[src/rtl/alu_issue_queue.sv]
// Instruction FIFO in front of the combinational control_unit ALU. The head entry is
// driven to the ALU, and its answer is captured into a valid/ready result register.
module alu_issue_queue #(
   parameter int  DEPTH = 4,
   localparam int CW    = $clog2(DEPTH) + 1
) (
   input  logic          clk,
   input  logic          rst_n,
   input  logic          flush,
   input  logic          in_valid,
   output logic          in_ready,
   input  logic [18:0]   in_incode,
   output logic [18:0]   alu_incode,
   input  logic [7:0]    alu_ans,
   output logic          res_valid,
   input  logic          res_ready,
   output logic [2:0]    res_opcode,
   output logic [7:0]    res_ans,
   output logic [CW-1:0] count,
   output logic [7:0]    nop_drops
);

   localparam int PW = $clog2(DEPTH);

   logic [18:0]   mem_q [DEPTH];
   logic [PW-1:0] wr_ptr_q, wr_ptr_d;
   logic [PW-1:0] rd_ptr_q, rd_ptr_d;
   logic [CW-1:0] count_q, count_d;
   logic          res_valid_q, res_valid_d;
   logic [2:0]    res_opcode_q, res_opcode_d;
   logic [7:0]    res_ans_q, res_ans_d;
   logic [7:0]    nop_drops_q, nop_drops_d;

   logic [18:0] head;
   logic        not_empty, head_nop, push, issue, drop, pop;

   assign head      = mem_q[rd_ptr_q];
   assign not_empty = (count_q != '0);
   assign head_nop  = (head[18:16] == 3'b000);
   assign in_ready  = (count_q != CW'(DEPTH));
   assign push      = in_valid && in_ready && !flush;
   assign issue     = not_empty && !head_nop && (!res_valid_q || res_ready);
   // Opcode-000 heads are discarded even while the result register is stalled.
   assign drop      = not_empty && head_nop;
   assign pop       = issue || drop;

   always_comb begin
      wr_ptr_d     = wr_ptr_q;
      rd_ptr_d     = rd_ptr_q;
      count_d      = count_q;
      res_valid_d  = res_valid_q;
      res_opcode_d = res_opcode_q;
      res_ans_d    = res_ans_q;
      nop_drops_d  = nop_drops_q;
      if (flush) begin
         wr_ptr_d     = '0;
         rd_ptr_d     = '0;
         count_d      = '0;
         res_valid_d  = 1'b0;
         res_opcode_d = '0;
         res_ans_d    = '0;
      end else begin
         if (push) wr_ptr_d = wr_ptr_q + PW'(1);
         if (pop)  rd_ptr_d = rd_ptr_q + PW'(1);
         count_d = count_q + CW'(push) - CW'(pop);
         if (drop) nop_drops_d = nop_drops_q + 8'd1;
         if (issue) begin
            res_valid_d  = 1'b1;
            res_opcode_d = head[18:16];
            res_ans_d    = alu_ans;
         end else if (res_valid_q && res_ready) begin
            res_valid_d = 1'b0;
         end
      end
   end

   always_ff @(posedge clk) begin
      if (!rst_n) begin
         wr_ptr_q     <= '0;
         rd_ptr_q     <= '0;
         count_q      <= '0;
         res_valid_q  <= 1'b0;
         res_opcode_q <= '0;
         res_ans_q    <= '0;
         nop_drops_q  <= '0;
      end else begin
         wr_ptr_q     <= wr_ptr_d;
         rd_ptr_q     <= rd_ptr_d;
         count_q      <= count_d;
         res_valid_q  <= res_valid_d;
         res_opcode_q <= res_opcode_d;
         res_ans_q    <= res_ans_d;
         nop_drops_q  <= nop_drops_d;
      end
   end

   // Storage needs no reset; validity is tracked by the pointers and count.
   always_ff @(posedge clk) begin
      if (rst_n && push) mem_q[wr_ptr_q] <= in_incode;
   end

   assign alu_incode = not_empty ? head : 19'b0;
   assign res_valid  = res_valid_q;
   assign res_opcode = res_opcode_q;
   assign res_ans    = res_ans_q;
   assign count      = count_q;
   assign nop_drops  = nop_drops_q;

endmodule

[config.mk]
export PLATFORM = sky130hd
export DESIGN_NAME = alu_issue_queue
export DESIGN_NICKNAME = d
export VERILOG_FILES = /design/src/rtl/alu_issue_queue.sv
export SDC_FILE = /design/constraint.sdc
export NUM_CORES = 1
export LEC_CHECK = 0
export ABC_AREA = 1
export CAP_MARGIN = 15
export CELL_PAD_IN_SITES_DETAIL_PLACEMENT = 1
export CELL_PAD_IN_SITES_GLOBAL_PLACEMENT = 1
export CORE_MARGIN = 2
export CORE_UTILIZATION = 45
export CTS_CLUSTER_DIAMETER = 200
export DETAILED_ROUTE_END_ITERATION = 12
export PLACE_DENSITY = 0.81
export SKIP_CTS_REPAIR_TIMING = 1
export SYNTH_ARGS = -nofsm -noshare
export SYNTH_HDL_FRONTEND = slang
export SYNTH_SLANG_ARGS = --single-unit
[constraint.sdc]
create_clock -name clk -period 3.7 [get_ports clk]
set_input_delay 0.74 -clock clk [delete_from_list [all_inputs] [get_ports clk]]
set_output_delay 0.74 -clock clk [all_outputs]
set_load 0.02 [all_outputs]
### Yosys cells after proc, flatten, opt, wreduce, memory -nomap -nowiden

Memory sizes are Yosys's and may differ from the RTL's. A register that Yosys moved wholly into a read port is not among the register bits.
Cells that the tools add are included.

| storage, ports and cells | value |
|---|---|
| memories kept | 1 |
| output and inout port bits | 43 |
| memory bits (writable) | 76 |
| word-level logic and storage cells | 40 |
| bits in registers | 27 |

Memories:

| name | words | width | read ports | clocked after memory_dff | wr ports | RTL line | text |
|---|---|---|---|---|---|---|---|
| mem_q | 4 | 19 | 1 | 1 | 1 | 25 | `logic [18:0] mem_q [DEPTH];` |

| operators by class | value |
|---|---|
| muxes and demuxes | 7 |
| reductions and logical operators | 17 |
| bitwise gates (word level) | 2 |
| equal/unequal tests | 1 |
| $add $sub $neg | 5 |

Operators by type and width:

| kind | count |
|---|---|
| two-way mux 19 bit | 1 |
| adder 8 x 1 -> 8 bit (second input constant) | 1 |
| logical AND 1 bit | 7 |
| adder 2 x 1 -> 2 bit (second input constant) | 2 |
| two-way mux 1 bit | 4 |
| two-way mux 2 bit | 2 |
| adder 3 x 1 -> 3 bit | 1 |
| zero test 1 bit | 3 |
| zero test 3 bit | 1 |
| inequality test 3 bit (second input constant) | 1 |
| nonzero test 3 bit | 1 |
| subtractor 3 x 1 -> 3 bit | 1 |
| logical OR 1 bit | 2 |
| inverter 1 bit | 2 |
| AND reduction 2 bit | 1 |
| nonzero test 2 bit | 1 |
| OR reduction 2 bit | 1 |

### Depth between registers and ports, before layout

| logic depth | value |
|---|---|
| word-level depth | 7 |
| depth in mapped cells | 15 |
| gate-level depth less buffers | 14 |

### Worst setup path before layout

Ideal clock, no wire load.

| path | value |
|---|---|
| kind | input -> register |
| from | in rst_n |
| to | mem mem_q[0][0], enable pin |
| data arrival time | 2.048 ns |
| stages on the path | 4 |
| required time | 3.305 ns |
| setup time | 0.395 ns |
| slack | 1.257 ns |
| path through | inv_1 > nor2_1 > nand2_1 > nor2_1 |

| on the way | value |
|---|---|
| word-level cells in the longest chain between the ends | 3 |

RTL lines:

| what | RTL line | text |
|---|---|---|
| from (decl) | 8 | `input logic rst_n,` |
| logical AND 1 bit | 99 | `if (rst_n && push) mem_q[wr_ptr_q] <= in_incode;` |
| two-way mux 1 bit | 99 |  |
| two-way mux 1 bit (implied by the code) | 99 |  |
| to (decl) | 25 |  |

No other way between the ends.

==> results_dict.tcl <==
set metrics [dict create \
    grt_pass1_vias 3482 \
    drt_iter0_markers 156 \
    worst_clock_skew_ns 0.0190 \
    num_vias 3265 \
    drv_slew 0 \
    slowest_delay_ns 0.64 \
    antenna_left 0 \
    synth_commonest_cells "nor2_1 (87), edfxtp_1 (76), nand2_1 (43)" \
    dp_hpwl_mm 7.45 \
    hold_depth 2 \
    hold_class "flip-flop to flip-flop" \
    crit_path_end_kind "output port" \
    r2r-end "count[2]" \
    setup_viol 0 \
    fin_cells 634 \
    synth_nets 462 \
    status "finished, final reports clean" \
    tritoncts_num_sinks 105 \
    chipHeight_um 105 \
    drive_gt1_share_pct 13.4 \
    cts.clk_slew.worst_paths_ns 0.11 \
    crit_family "buffers and inverters" \
    drc_errors 0 \
    fin_nets 536 \
    yosys.area.top_type_share_pct 50.0 \
    synth_compound_gate_area_share_pct 8.71 \
    cts_inserted_buffers 9 \
    grt_pass1_wl_mm 17.5 \
    required_ns 2.96 \
    yosys_warnings 0 \
    path_cells "buf_4 -> inv_2 -> nand2_1 -> nand3_2 -> nand2_2 -> nor2_1 -> clkdlybuf4s50_1" \
    synth-seq-cells 105 \
    start_util_pct 46.5 \
    r2r_cells 15 \
    cp-start-kind "flip-flop" \
    first_pass_iters 4 \
    max_cap_violations 0 \
    total_leakage_power_nw 1.97 \
    cts_buffer_depth 2 \
    yosys.area_share.simple_pct 20.2 \
    cts_tree "yes" \
    viasPerCell 5.15 \
    finalHoldViolCount 0 \
    root_buffer "clkbuf_8" \
    yosysTopAreaCell "edfxtp_1" \
    synth-edff-count 76 \
    crit_fanout 38 \
    dpl_cell_area_um2 5430 \
    place.gp.congestion 0.748 \
    yosys_most_used_dff "edfxtp_1" \
    clockPowerShare_pct 16.4 \
    antenna_found_initial 0 \
    p_per_area_nw_per_um2 735 \
    grt-ovfl-total 0 \
    wl_mm 10.8 \
    crit_path_top_delay_cell "clkdlybuf4s50_1" \
    synth_most_common_cell "nor2_1" \
    synth_top_family_by_area "simple AND/OR/NAND/NOR gates" \
    final.period_utilization_pct 87.8 \
    path_buf_inv 3 \
    path_class "flip-flop to output port" \
    io_pins 75 \
    p_switching_mw 1.80 \
    ir_drop_v 0.000599 \
    synth_adder_area_share_pct 2.36 \
    seq_area_frac_synth_pct 62.7 \
    synthMuxAreaShare_pct 0 \
    grt_max_degree 39 \
    min_to "res_ans[7]" \
    tns_ns 0 \
    grt_use_total_pct 20.2 \
    swShare_pct 43.5 \
    synth_cell_type_count 30 \
    power_frac_comb_pct 49.3 \
    postSynthAreaPerCell_um2 10.8 \
    port-buffer-count 74 \
    netlist_area_um2 4570 \
    ys_top_cells_by_area "edfxtp_1 (50%), dfxtp_1 (13%), nor2_1 (7.1%), o21ai_0 (3.8%), nand2_1 (3.5%)" \
    final_area_um2 5620 \
    htreeDepth 3 \
    worstSkewPairLatency_ns 0.37 \
    p_int_mw 2.33 \
    total_power_mw 4.13 \
    area_delta_synth_final_pct 23.0 \
    dpl.cell_count 618 \
    reg2reg_slack_ns 0.61 \
    rows 36 \
    synth_cells 422 \
    diodes 0 \
    fmax_mhz 308 \
    share_seq_of_total_power_pct 34.3 \
    dieArea_um2 11000 \
    fin_crit_ns 3.25 \
    fp.dieW_um 105 \
    nFillCells 1107 \
    worst_slew_pin_slew_ns 0.623 \
    core_um2 9820 \
    rsz0062_at_grt "no" \
    hp-start "res_ans[7]" \
    utilization_pct 57.2 \
    avgRoutedWirePerCell_um 17.1 \
    maxSlewHeadroom_pct 58.4 \
    worst_ep_arrival_time_ns 2.51 \
    synth_xor_area_share_pct 0.959 \
    synth-async-reset-ratio_pct 0 \
]
==> tightest hold or removal path, stage by stage (launching register included) <==
cell and delay, ns:
dfxtp_1 0.32, nand2_1 0.06, a21oi_1 0.06
==> stage by stage <==
| step | setup slack [ns] | hold slack (ns) |
|---|---|---|
| after floorplan | 1.26 | 0.475 |
| after global placement | 0.647 | 0.454 |
| after detailed placement | 0.528 | 0.472 |
| after CTS | 0.417 | 0.488 |
| after global routing | 0.305 | 0.511 |
| final | 0.451 | 0.482 |
==> metal layers <==
| layer | track usage, % | vias up | routed length [um] |
|---|---|---|---|
| li1 | - | 1583 | - |
| met2 | 36.5 | 65 | 5630 |
| met5 | 0 | - | 0 |
| met3 | 2.43 | 15 | 282 |
| met4 | 6.00 | 0 | 167 |
| met1 | 25.1 | 1602 | 4770 |
==> worst max path at each step <==
stage	from	endpoint	slack (ns)	cells past startpoint
floorplan	rst_n	mem_q[0][0]	1.26	4
global placement	rst_n	mem_q[3][14]	0.65	6
detailed placement	rst_n	mem_q[3][9]	0.53	6
CTS	flip-flop	alu_incode[16]	0.42	7
global route	flip-flop	alu_incode[16]	0.31	7
finish	flip-flop	alu_incode[16]	0.45	7
==> registers in the layout (all words and copies together) (netlist names), named ones only <==
signal	cells
res_valid	1
nop_drops	8
wr_ptr_q	2
count	3
mem_q	76
rd_ptr_q	2
res_opcode	3
res_ans	8
==> power by group through the flow <==
stage,clock (mW),sequential [mW],combinational (mW)
after floorplan,0,1.49,1.31
after global placement,0,1.44,1.97
after detailed placement,0,1.44,2.04
after CTS,0.688,1.42,2.06
after global routing,0.730,1.42,2.22
final,0.677,1.41,2.04
==> final cells by class <==
class                           count  area (um^2)  share of cell area [%]
Clock buffer                        9          124                    2.21
Clock inverter                      7         61.3                    1.09
Tap cell                          133          166                    2.96
Timing Repair Buffer               82          801                    14.3
Inverter                           32          120                    2.14
Multi-Input combinational cell    266         1480                    26.4
Sequential cell                   105         2860                    51.0
==> layout by cell type, fill, tap and decap left out, types with 6 or more instances in the layout <==
cell | Yosys | layout
buf_4 | 1 | 8
edfxtp_1 | 76 | 76
nand3_1 | 8 | 8
inv_2 | 6 | 6
a21oi_1 | 27 | 27
clkbuf_8 | 0 | 9
o21ai_0 | 35 | 35
clkdlybuf4s50_1 | 0 | 74
nand2_4 | 11 | 11
inv_1 | 24 | 24
nor2_1 | 87 | 83
nand4_1 | 16 | 16
ha_1 | 7 | 7
nand2_1 | 43 | 43
dfxtp_1 | 29 | 29
a21oi_2 | 10 | 10
==> cells by family (layout without fill, tap and decap cells) <==
kind of cell    after synthesis  in the layout
simple gates                181            181
flops                       105            105
compound gates               72             72
buf+inv                      51            130
fa+ha+maj                     8              8
xor+xnor                      5              5
Power figures use the tool's default switching activity.
